`src/rtl/julia_iter_ctrl_pkg.sv`:
```
// Shared constants and types for the Julia/Mandelbrot point iterator.
// Values are Q10.10 signed fixed point.
package julia_pkg;

    localparam int WIDTH      = 20;
    localparam int FRACTIONAL = 10;
    localparam int ITER_W     = 8;

    localparam logic signed [WIDTH-1:0] ONE_FX    = WIDTH'(1 << FRACTIONAL);
    localparam logic signed [WIDTH:0]   ESCAPE_FX = (WIDTH+1)'(4 << FRACTIONAL);

    typedef logic signed [WIDTH-1:0] fx_t;

    typedef enum logic [2:0] {
        IDLE,
        SQX,
        SQY,
        XY,
        UPD,
        DONE
    } state_e;

endpackage

```
`src/rtl/julia_iter_ctrl_if.sv`:
```
// Dispatcher/result-writer bundle for one iteration controller.
// master = dispatcher side, slave = controller side.
interface julia_iter_ctrl_if;
    import julia_pkg::*;

    logic              start;
    fx_t               c_re;
    fx_t               c_im;
    fx_t               z0_re;
    fx_t               z0_im;
    logic [ITER_W-1:0] max_iter;
    logic              busy;
    logic              done;
    logic [ITER_W-1:0] iter_count;
    logic              escaped;
    fx_t               z_re;
    fx_t               z_im;

    modport master (
        output start, c_re, c_im, z0_re, z0_im, max_iter,
        input  busy, done, iter_count, escaped, z_re, z_im
    );

    modport slave (
        input  start, c_re, c_im, z0_re, z0_im, max_iter,
        output busy, done, iter_count, escaped, z_re, z_im
    );

endinterface

```
`src/rtl/fixed_multiplication.sv`:
```
// Combinational Q10.10 signed multiply; result floors toward -inf
// and keeps the low WIDTH bits.
module fixed_multiplication
    import julia_pkg::*;
(
    input  fx_t a_i,
    input  fx_t b_i,
    output fx_t result_o
);

    logic signed [2*WIDTH-1:0] prod;

    assign prod     = a_i * b_i;
    assign result_o = WIDTH'(prod >>> FRACTIONAL);

endmodule

```
`src/rtl/julia_iter_ctrl.sv`:
```
// Iterates z <- z^2 + c on one shared multiplier (x*x, y*y, x*y),
// counting iterations until escape (|z|^2 > 4) or the limit.
module julia_iter_ctrl
    import julia_pkg::*;
(
    input  logic             clk,
    input  logic             n_rst,
    julia_iter_ctrl_if.slave io
);

    state_e            state_q;
    fx_t               x_q, y_q, cre_q, cim_q;
    fx_t               xx_q, yy_q, xy_q;
    logic [ITER_W-1:0] max_q, cnt_q;
    logic              esc_q;

    logic              busy_q, done_q, escd_q;
    logic [ITER_W-1:0] iter_q;
    fx_t               zre_q, zim_q;

    fx_t               mul_a, mul_b, mul_p;
    logic signed [WIDTH:0] mag;
    fx_t               x_nxt, y_nxt;
    logic [ITER_W-1:0] cnt_nxt;

    fixed_multiplication u_mult (
        .a_i      (mul_a),
        .b_i      (mul_b),
        .result_o (mul_p)
    );

    always_comb begin
        mul_a = x_q;
        mul_b = x_q;
        unique case (state_q)
            SQY: begin
                mul_a = y_q;
                mul_b = y_q;
            end
            XY:      mul_b = y_q;
            default: ;
        endcase
    end

    // Magnitude gets one guard bit so two large squares cannot wrap.
    assign mag     = {xx_q[WIDTH-1], xx_q} + {yy_q[WIDTH-1], yy_q};
    assign x_nxt   = xx_q - yy_q + cre_q;
    assign y_nxt   = (xy_q <<< 1) + cim_q;
    assign cnt_nxt = cnt_q + ITER_W'(1);

    always_ff @(posedge clk or negedge n_rst) begin
        if (!n_rst) begin
            state_q <= IDLE;
            x_q     <= '0;
            y_q     <= '0;
            cre_q   <= '0;
            cim_q   <= '0;
            xx_q    <= '0;
            yy_q    <= '0;
            xy_q    <= '0;
            max_q   <= '0;
            cnt_q   <= '0;
            esc_q   <= 1'b0;
            busy_q  <= 1'b0;
            done_q  <= 1'b0;
            escd_q  <= 1'b0;
            iter_q  <= '0;
            zre_q   <= '0;
            zim_q   <= '0;
        end else begin
            busy_q <= (state_q != IDLE);
            done_q <= (state_q == DONE);
            unique case (state_q)
                IDLE: begin
                    if (io.start) begin
                        x_q     <= io.z0_re;
                        y_q     <= io.z0_im;
                        cre_q   <= io.c_re;
                        cim_q   <= io.c_im;
                        max_q   <= io.max_iter;
                        cnt_q   <= '0;
                        esc_q   <= 1'b0;
                        state_q <= (io.max_iter == '0) ? DONE : SQX;
                    end
                end
                SQX: begin
                    xx_q    <= mul_p;
                    state_q <= SQY;
                end
                SQY: begin
                    yy_q    <= mul_p;
                    state_q <= XY;
                end
                XY: begin
                    xy_q    <= mul_p;
                    state_q <= UPD;
                end
                UPD: begin
                    if (mag > ESCAPE_FX) begin
                        esc_q   <= 1'b1;
                        state_q <= DONE;
                    end else begin
                        x_q     <= x_nxt;
                        y_q     <= y_nxt;
                        cnt_q   <= cnt_nxt;
                        state_q <= (cnt_nxt == max_q) ? DONE : SQX;
                    end
                end
                DONE: begin
                    iter_q  <= cnt_q;
                    escd_q  <= esc_q;
                    zre_q   <= x_q;
                    zim_q   <= y_q;
                    state_q <= IDLE;
                end
                default: state_q <= IDLE;
            endcase
        end
    end

    assign io.busy       = busy_q;
    assign io.done       = done_q;
    assign io.iter_count = iter_q;
    assign io.escaped    = escd_q;
    assign io.z_re       = zre_q;
    assign io.z_im       = zim_q;

endmodule
```
`src/flat_wrapper.sv`:
```
// flat-port wrapper written by rule: the top's interface ports become plain ports
module julia_iter_ctrl_flat import julia_pkg::*;
  (clk, n_rst, io_start, io_c_re, io_c_im, io_z0_re, io_z0_im, io_max_iter, io_busy, io_done, io_iter_count, io_escaped, io_z_re, io_z_im);
  julia_iter_ctrl_if io_i ();
  input  logic clk;
  input  logic n_rst;
  input wire logic [$bits(io_i.start)-1:0] io_start;
  input wire logic [$bits(io_i.c_re)-1:0] io_c_re;
  input wire logic [$bits(io_i.c_im)-1:0] io_c_im;
  input wire logic [$bits(io_i.z0_re)-1:0] io_z0_re;
  input wire logic [$bits(io_i.z0_im)-1:0] io_z0_im;
  input wire logic [$bits(io_i.max_iter)-1:0] io_max_iter;
  output wire logic [$bits(io_i.busy)-1:0] io_busy;
  output wire logic [$bits(io_i.done)-1:0] io_done;
  output wire logic [$bits(io_i.iter_count)-1:0] io_iter_count;
  output wire logic [$bits(io_i.escaped)-1:0] io_escaped;
  output wire logic [$bits(io_i.z_re)-1:0] io_z_re;
  output wire logic [$bits(io_i.z_im)-1:0] io_z_im;
  assign io_i.start = io_start;
  assign io_i.c_re = io_c_re;
  assign io_i.c_im = io_c_im;
  assign io_i.z0_re = io_z0_re;
  assign io_i.z0_im = io_z0_im;
  assign io_i.max_iter = io_max_iter;
  assign io_busy = io_i.busy;
  assign io_done = io_i.done;
  assign io_iter_count = io_i.iter_count;
  assign io_escaped = io_i.escaped;
  assign io_z_re = io_i.z_re;
  assign io_z_im = io_i.z_im;
  julia_iter_ctrl u_core (.clk(clk), .n_rst(n_rst), .io(io_i));
endmodule
```
`config.mk`:
```
export PLATFORM = sky130hd
export DESIGN_NAME = julia_iter_ctrl_flat
export DESIGN_NICKNAME = d
export VERILOG_FILES = /design/src/rtl/julia_iter_ctrl_pkg.sv /design/src/rtl/julia_iter_ctrl_if.sv /design/src/rtl/fixed_multiplication.sv /design/src/rtl/julia_iter_ctrl.sv /design/src/flat_wrapper.sv
export SDC_FILE = /design/constraint.sdc
export NUM_CORES = 1
export LEC_CHECK = 0
export CORE_MARGIN = 5
export CORE_UTILIZATION = 30
export DETAILED_ROUTE_END_ITERATION = 8
export GPL_ROUTABILITY_DRIVEN = 0
export PLACE_DENSITY = 0.48
export SETUP_SLACK_MARGIN = 0.2
export SYNTH_ARGS = -nofsm -noshare
export SYNTH_HDL_FRONTEND = slang
export SYNTH_SLANG_ARGS = --single-unit
```
`constraint.sdc`:
```
create_clock -name clk -period 9.9 [get_ports clk]
set_input_delay 1.98 -clock clk [delete_from_list [all_inputs] [get_ports clk]]
set_output_delay 1.98 -clock clk [all_outputs]
set_load 0.02 [all_outputs]
```
* Yosys cells after proc, flatten, opt, wreduce, memory -nomap -nowiden *
Index checks and enable logic that the tools add are counted.
Widths: inputs -> output; s select.

operators by class
  $lt $le $gt $ge = 1
  reduce and logical (&&, ||, !) cells = 8
  shifts and indexed selects = 0
  $mul = 1
  bitwise operators = 0
  multiplexer cells = 19
  equal/unequal tests = 9
  add/sub/neg operators = 5
  div/mod/pow operators = 0

operators with widths
  cell                  number
  $mux 20               6
  $pmux 20 s2           2
  $add 20x20->20        2
  $mul 20x20->30        1
  $add 20x20->21        1
  $gt 21x14->1 const B  1
  $sub 20x20->20        1
  $mux 8                2
  $pmux 8 s2            1
  $pmux 3 s5            1
  $mux 3                4
  $add 8x1->8 const B   1
  $eq 8x8->1            1
  $logic_not 8->1       1
  $eq 3x2->1 const B    2
  $eq 3x3->1 const B    2
  $reduce_and 3->1      2
  $ne 2x2->1 const B    2
  $eq 3x1->1 const B    1
  $logic_not 3->1       1
  $reduce_bool 3->1     1
  $mux 1                2
  $ne 2x1->1 const B    1
  $pmux 1 s2            1
  3 further kinds       3

word-level totals
  memories = 0
  output and inout port bits = 51
  bits in writable memories = 0
  flip-flop bits (word level) = 210
  word-level logic and storage cells = 60
  input port bits = 91
  ROM bits = 0
  bits in latches = 0

* Longest topological paths before layout *
Gate-level depths: netlist (run 1).

  word-level depth = 5
  depth in mapped cells = 35
  gate-level depth less buffers = 30

* Modules after synthesis *
A second synthesis (run 1) with hierarchy kept.

unflattened totals
  cell total of the unflattened synthesis = 2628
  area total of the unflattened synthesis = 24268.3 µm²

by module, submodules not included
  module                area an instance (µm²)  cells an instance  seq. area each (µm²)  instances
  julia_iter_ctrl       12498.2                 1310               5255.0                1
  fixed_multiplication  11770.0                 1318               0.0                   1

* Worst setup path before layout (run 1) *
Ideal clock, no wire load.

  kind = flip-flop to flip-flop
  start point = register u_core.state_q[0]
  end point = register u_core.xy_q[18]
  path slack = 2063 ps
  arrival = 7703 ps
  path buffers = 5
  cell stages (with the launch flop) = 33
  data required time = 9766 ps
  library setup time = 134 ps
  clock period less this slack = 7837 ps
  path through = dfrtp_1 > buf_2 > nor3b_1 > buf_4 > buf_2 > buf_1 > mux2i_1 > clkbuf_1 > nor2_1 > fa_1 > fa_1 > inv_1 > fa_1 > inv_1 > fa_1 > inv_1 > fa_1 > inv_1 > fa_1 > inv_1 > fa_1 > inv_1 > ha_1 > a21oi_1 > nor2b_1 > a211oi_1 > a21oi_1 > a21oi_2 > o311ai_2 > o31a_1 > a21oi_1 > xor2_1 > o21ai_0

between the ends
  cells in the longest elaborated chain, start to end = 4
  elaborated cells between the ends (all ways) = 6
  those cells by class = mul: 1; eq/ne: 2; mux: 2; reduce/logical: 1

ends and longest elaborated chain
  element                               RTL line                                      text
  from (decl)                           julia_iter_ctrl.sv:11                         state_e state_q;
  from (signal assigned)                julia_iter_ctrl.sv:83                         state_q <= (io.max_iter == '0) ? DONE : SQX;
  from (signal assigned)                julia_iter_ctrl.sv:106                        state_q <= (cnt_nxt == max_q) ? DONE : SQX;
  $eq 3x2->1, on equally long branches  julia_iter_ctrl.sv:35, julia_iter_ctrl.sv:73
  $reduce_or 2->1 (no source line)      -
  $mux 20                               julia_iter_ctrl.sv:35                         unique case (state_q)
  $mul 20x20->30                        fixed_multiplication.sv:13                    assign prod = a_i * b_i;
  to (signal assigned)                  julia_iter_ctrl.sv:95                         xy_q <= mul_p;
  to (decl)                             julia_iter_ctrl.sv:13                         fx_t xx_q, yy_q, xy_q;

Parallel ways exist; a longest one is shown, timed or not.
A chain may end at the register's enable or synchronous reset.

* Worst setup path in the final report (run 1) *
  start point = register u_core.state_q[0]
  end point = register u_core.yy_q[18]

between the ends
  cells in the longest elaborated chain, start to end = 4
  elaborated cells between the ends (all ways) = 6
  those cells by class = mul: 1; eq/ne: 2; mux: 2; reduce/logical: 1

ends and longest elaborated chain
  element                               RTL line                                      text
  $eq 3x2->1, on equally long branches  julia_iter_ctrl.sv:35, julia_iter_ctrl.sv:73
  $reduce_or 2->1 (no source line)      -
  $mux 20                               julia_iter_ctrl.sv:35
  $mul 20x20->30                        fixed_multiplication.sv:13
  to (signal assigned)                  julia_iter_ctrl.sv:91                         yy_q <= mul_p;
  to (decl)                             julia_iter_ctrl.sv:13

Parallel ways exist; a longest one is shown, timed or not.

==> results.py, run 1 <==
metrics = {
    "yosys": {
        "synth_edf_count": 0,
        "yosys_register_bits": 210,
        "synthMuxAreaShare": 0.03582,
        "syn-num-nets": 3338,
        "synth_top_family_by_area": "adder cells",
        "netlist_area_sq_um": 23860,
        "seq_area_frac_synth": 0.2203,
        "async_flop_share": 1.000,
        "syn_area_per_cell_sq_um": 8.686,
        "synthXorXnorAreaFrac": 0.03341,
        "yosysWarnings": 0,
        "synthCells": 2747,
        "ys.flop_type": "dfrtp_1",
        "synthAdderAreaFrac": 0.3660,
        "synth-simple-area-share": 0.1621,
        "synth_compound_area_frac": 0.09198,
        "synthDistinctLibCells": 70,
    },
    "timing": {
        "rsz0062_at_grt": "no",
        "tightest_slew_ps": 1030,
        "fin_crit_sh": 0.8579,
        "fmaxAchievable_mhz": 117.7,
        "relSlewSlack": 0.2939,
        "fin_crit_ps": 8493,
        "setup_tns_ps": 0,
        "slew_violations": 0,
        "skew_ps": 17.74,
        "final_hold_viol_count": 0,
        "setup-violations-final": 0,
    },
    "grt": {
        "antenna_found_initial": 2,
        "grt_pass1_wl_mm": 120.5,
        "grt_overflow": 0,
        "grt_max_degree": 93,
        "grt_use_total": 0.1802,
        "grt_pass1_vias": 19920,
    },
    "clock_network": {
        "clock-sinks": 210,
        "cts_resized": 0,
        "cts_root_buffer": "clkbuf_16",
        "clk-insertion-delay-late_ps": 570,
        "clk_pin_slew_ps": 60,
        "hold_buffers": 0,
        "ctsLongestPathBuffers": 3,
        "htree_levels": 1,
        "cts_tree": "built",
        "cts_buffers": 24,
        "cts_setup_buffers": 0,
    },
    "setup_path": {
        "rr_startpoint": "u_core.state_q[0]$_DFFE_PN0P_",
        "worstPathRequired_ps": 10330,
        "cpMostUsedCell": "fa_1",
        "start_kind": "flop",
        "path_delay_family": "adder cells",
        "r2r_end": "u_core.yy_q[18]$_DFFE_PN0P_",
        "reg2reg_slack_ps": 1410,
        "path_class": "flop to flop",
        "slowest_delay_ps": 890,
        "crit_fanout": 45,
        "rr_worst_depth": 28,
        "cp_slowest_cell": "mux2i_1",
        "worst_setup_path_end_kind": "flop",
        "critPathBufInv": 7,
        "critPathArrivalTime_ps": 8920,
    },
    "cells_and_area": {
        "layout_common_cells": "nand2_1 (490), inv_1 (469), fa_1 (330)",
        "final_common_cell": "nand2_1",
        "area_growth_pct": 15.02,
        "nets": 3451,
        "drive_gt1_frac": 0.05111,
        "stdcell_count": 3928,
    },
    "outcome": {
        "status": "finished, final reports clean",
    },
    "routing": {
        "drt_iter0_markers": 1434,
        "via_per_inst": 4.846,
        "num_vias": 19040,
        "drc": 0,
        "wirelength_mm": 77.55,
        "wl_per_cell_um": 19.74,
        "dr.pass1.iters": 5,
        "detail-route-antenna-nets": 0,
    },
    "floorplan": {
        "core_sq_um": 78870,
        "initial_utilization": 0.3025,
        "dieHeight_um": 292.0,
        "die_w_um": 292.0,
        "num_rows": 103,
        "io_pins": 142,
        "dieArea_sq_um": 85270,
    },
    "run": {
        "maxCapViolCount": 0,
    },
    "place": {
        "dp_hpwl_mm": 62.67,
        "place_inst": 3884,
        "portBuffers": 141,
    },
    "hold_path": {
        "hold_start": "u_core.io.z_re[15]$_DFFE_PN0P_",
        "hold_path.class": "flop to flop",
        "hold_end": "u_core.io.z_re[15]$_DFFE_PN0P_",
        "hold_depth": 2,
    },
}
flip-flops by register name, summed over array words and instances, names as in the netlist:
register              flops
u_core.xy_q              19
u_core.y_q               20
u_core.yy_q              20
u_core.cre_q             20
u_core.io.z_im           20
u_core.io.escaped         1
u_core.max_q              8
u_core.cnt_q              8
u_core.io.done            1
u_core.io.z_re           20
u_core.esc_q              1
u_core.x_q               20
u_core.cim_q             20
u_core.io.busy            1
u_core.io.iter_count      8
u_core.xx_q              20
u_core.state_q            3
per-stage QoR:
stage / utilization / setup slack [ps] / hold slack (ps) / cell area (sq um)
6_report: 0.3480 / 1407 / 483.0 / 27440
5_1_grt: 0.3479 / 984.2 / 507.9 / 27440
4_1_cts: 0.3479 / 1462 / 486.8 / 27440
3_5_place_dp: 0.3370 / 1506 / 467.5 / 26580
3_3_place_gp: 0.3370 / 1636 / 463.2 / 26580
2_1_floorplan: - / 2064 / 453.8 / 23860
cell type report:
| cell class | count | area, sq um |
|---|---|---|
| inverter | 470 | 1764 |
| clock buffer | 27 | 631.9 |
| multi-input combinational | 1968 | 16480 |
| fill | 8220 | 51430 |
| antenna | 2 | 5.005 |
| clock inverter | 15 | 231.5 |
| sequential | 210 | 5255 |
| timing repair buffer | 186 | 1767 |
| tap | 1050 | 1314 |
metal layers:
layer  routed length (um)  vias up  track usage
met1                36430     9532       0.2673
met2                33870      623       0.2793
met4                 1678        0      0.03417
met5                    0        -            0
met3                 5573       95      0.03172
li1                     -     8787            -
kinds of logic (layout without fill, tap and decap cells):
kind of cell	count (synthesis)	count (layout)
buffers and inverters	569	698
adder cells (fa/ha/maj)	500	500
AO/OA/AOI/OAI	353	353
multiplexers	81	81
AND/OR/NAND/NOR	943	943
flip-flops	210	210
other	0	2
XOR/XNOR	91	91
worst register-to-register path: cells and delay by family (launching register included):
kind,cells,cell delay (ps)
AOI/OAI and AO/OA,8,1370
xor gates and xnor gates,1,200
adders and majority gates,8,3830
buffers and inverters,7,600
DFF,1,490
muxes,1,930
and+or+nand+nor,3,920
worst max-delay path by stage:
stage	from	to	slack (ps)	cells after the start
5_1_grt	u_core.state_q[0]$_DFFE_PN0P_	u_core.xx_q[18]$_DFFE_PN0P_	980	28
3_3_place_gp	u_core.state_q[0]$_DFFE_PN0P_	u_core.xx_q[18]$_DFFE_PN0P_	1640	28
3_5_place_dp	u_core.state_q[0]$_DFFE_PN0P_	u_core.yy_q[18]$_DFFE_PN0P_	1510	28
2_1_floorplan	u_core.state_q[0]$_DFFE_PN0P_	u_core.xy_q[18]$_DFFE_PN0P_	2060	32
6_report	u_core.state_q[0]$_DFFE_PN0P_	u_core.yy_q[18]$_DFFE_PN0P_	1410	28
4_1_cts	u_core.state_q[0]$_DFFE_PN0P_	u_core.yy_q[18]$_DFFE_PN0P_	1460	28
synth_stat cells (4+ instances only):
master	instances	area share
a211oi_1	6	0.0019
a21o_1	11	0.0035
a21oi_1	88	0.018
a221oi_1	4	0.0015
a31oi_1	21	0.0055
and3_1	12	0.0031
buf_1	7	0.0011
buf_2	10	0.0021
clkbuf_1	80	0.013
dfrtp_1	210	0.22
fa_1	330	0.28
ha_1	170	0.089
inv_1	469	0.074
mux2_2	34	0.016
mux2i_1	46	0.019
nand2_1	491	0.077
nand2b_1	20	0.0052
nand3_1	15	0.0031
nand3b_1	4	0.0013
nor2_1	313	0.049
nor2b_1	21	0.0055
nor3_1	28	0.0059
nor3b_1	6	0.0019
nor4_1	8	0.0021
o2111ai_1	5	0.0018
o211ai_1	12	0.0038
o21a_1	12	0.0038
o21ai_0	113	0.024
o21ai_1	12	0.0025
o21bai_1	7	0.0022
o22ai_1	7	0.0018
o2bb2ai_1	4	0.0015
o31a_1	4	0.0015
o31ai_1	10	0.0031
or2_2	7	0.0018
or3_1	6	0.0016
xnor2_1	64	0.023
xor2_1	27	0.0099
Power of run 1 is not shown: default switching activity piles up to over one toggle a cycle in this logic, so the estimate is an artifact.
==> run 2, diff against run 1 <==
Settings changed: CORE_UTILIZATION 30 to 45, PLACE_DENSITY 0.48 to 0.65.
==> run 2 against run 1 <==
Compared with the run above: wire length decreased by 7.1%; non-clock buffer count decreased by 1; final area decreased by 1.8%; via count increased by 2.1%; first-iteration DRC count increased by 1.0%; largest cell class unchanged; register-to-register slack got worse by 190 ps; cell count decreased by 9.2%.
==> results.py, run 2 (synthesis gave the netlist of run 1 again) <==
metrics = {
    "grt": {
        "grt_pass1_vias": 20480,
        "grt_use_total": 0.2550,
        "antenna_found_initial": 3,
        "grt_max_degree": 133,
        "grt_pass1_wl_mm": 115.3,
        "grt_overflow": 0,
    },
    "routing": {
        "drc": 0,
        "num_vias": 19440,
        "via_per_inst": 5.449,
        "wl_per_cell_um": 20.18,
        "wirelength_mm": 72.01,
        "drt_iter0_markers": 1449,
        "detail-route-antenna-nets": 0,
        "dr.pass1.iters": 5,
    },
    "setup_path": {
        "critPathArrivalTime_ps": 9100,
        "startpoint": "u_core.state_q[1]$_DFFE_PN0P_",
        "r2r_end": "u_core.yy_q[18]$_DFFE_PN0P_",
        "rr_worst_depth": 25,
        "reg2reg_slack_ps": 1220,
        "worst_setup_path_end_kind": "flop",
        "crit_end": "u_core.yy_q[18]$_DFFE_PN0P_",
        "rr_startpoint": "u_core.state_q[1]$_DFFE_PN0P_",
        "path_class": "flop to flop",
        "worstPathRequired_ps": 10310,
        "start_kind": "flop",
        "crit_fanout": 18,
    },
    "clock_network": {
        "clock-sinks": 210,
        "htree_levels": 1,
        "clk_pin_slew_ps": 60,
        "cts_buffers": 24,
        "ctsLongestPathBuffers": 3,
        "cts_tree": "built",
        "hold_buffers": 0,
        "cts_resized": 0,
        "cts_setup_buffers": 0,
        "clk-insertion-delay-late_ps": 580,
        "cts_root_buffer": "clkbuf_16",
    },
    "floorplan": {
        "io_pins": 142,
        "num_rows": 84,
        "dieArea_sq_um": 57720,
        "core_sq_um": 52550,
        "dieHeight_um": 240.3,
        "die_w_um": 240.3,
        "initial_utilization": 0.4540,
    },
    "timing": {
        "relSlewSlack": 0.1311,
        "fin_crit_sh": 0.8770,
        "skew_ps": 39.13,
        "tightest_slew_ps": 1267,
        "final_hold_viol_count": 0,
        "setup_tns_ps": 0,
        "fin_crit_ps": 8682,
        "rsz0062_at_grt": "no",
        "setup-violations-final": 0,
        "fmaxAchievable_mhz": 115.2,
        "slew_violations": 0,
        "setup_ws_ps": 1218,
    },
    "cells_and_area": {
        "nets": 3450,
        "final_common_cell": "nand2_1",
        "area_growth_pct": 12.99,
        "final_util": 0.5130,
        "fillers": 4941,
        "drive_gt1_frac": 0.05075,
        "layout_common_cells": "nand2_1 (490), inv_1 (469), fa_1 (330)",
    },
    "place": {
        "portBuffers": 141,
        "preCtsSetupSlack_ps": 1424,
        "dp_hpwl_mm": 58.36,
    },
    "outcome": {
        "status": "finished, final reports clean",
    },
    "run": {
        "maxCapViolCount": 0,
    },
    "hold_path": {
        "hold_path.class": "flop to flop",
    },
}
-- run 2: cell count changes in the layout (fill, tap and decap cells not counted), sizes merged --
cell	change
clkbuf	+8
bufinv	-3
clkinv	-3
buf	-1
diode	+1
-- run 2: routing by layer --
layer	part of all wire	track usage	up-vias
li1	-	-	8773
met1	0.42	0.3562	9647
met2	0.45	0.4034	836
met3	0.090	0.05380	183
met4	0.035	0.07754	2
met5	0.00022	0	-
-- run 2: worst min path at each step --
stage / startpoint / endpoint / slack [ps] / depth (start not counted)
2_1_floorplan: u_core.xx_q[19]$_DFFE_PN0P_ / u_core.xx_q[19]$_DFFE_PN0P_ / 450 / 2
3_3_place_gp: u_core.io.z_re[13]$_DFFE_PN0P_ / u_core.io.z_re[13]$_DFFE_PN0P_ / 460 / 2
3_5_place_dp: u_core.io.z_im[12]$_DFFE_PN0P_ / u_core.io.z_im[12]$_DFFE_PN0P_ / 470 / 2
4_1_cts: u_core.io.z_im[12]$_DFFE_PN0P_ / u_core.io.z_im[12]$_DFFE_PN0P_ / 480 / 2
5_1_grt: u_core.io.z_re[13]$_DFFE_PN0P_ / u_core.io.z_re[13]$_DFFE_PN0P_ / 500 / 2
6_report: u_core.io.z_im[12]$_DFFE_PN0P_ / u_core.io.z_im[12]$_DFFE_PN0P_ / 470 / 2
-- run 2: per-stage QoR --
| step | cell area [sq um] | instances | hold slack [ps] |
|---|---|---|---|
| floorplan | 23860 | 2747 | 453.8 |
| global placement | 26110 | 3521 | 458.1 |
| detailed placement | 26110 | 3521 | 466.3 |
| CTS | 26950 | 3565 | 479.8 |
| global route | 26960 | 3567 | 501.7 |
| finish | 26960 | 3568 | 471.9 |
-- run 2: final cells by class --
| class | count | area, sq um | share of cell area |
|---|---|---|---|
| inverter | 470 | 1764 | 0.06544 |
| timing repair buffer | 185 | 1747 | 0.06479 |
| tap | 688 | 860.8 | 0.03193 |
| sequential | 210 | 5255 | 0.1949 |
| antenna | 3 | 7.507 | 0.0002785 |
| clock inverter | 9 | 132.6 | 0.004920 |
| multi-input combinational | 1968 | 16480 | 0.6113 |
| clock buffer | 35 | 711.9 | 0.02641 |
-- run 2: critical path: stages, from the launching register on --
cell and delay (ps):
dfrtp_1 480, nor2b_4 580, buf_4 310, mux2i_1 1010, nor2_1 170, fa_1 570, inv_1 70, fa_1 530
inv_1 50, fa_1 470, fa_1 540, fa_1 480, fa_1 510, inv_1 50, fa_1 480, inv_1 50
ha_1 300, o21a_1 110, o21ai_0 230, nor3_1 100, a21oi_2 390, o311ai_2 230, o31a_1 320, a21oi_1 190
xor2_1 220, o21ai_0 110
Power of run 2 is left out for the same reason.
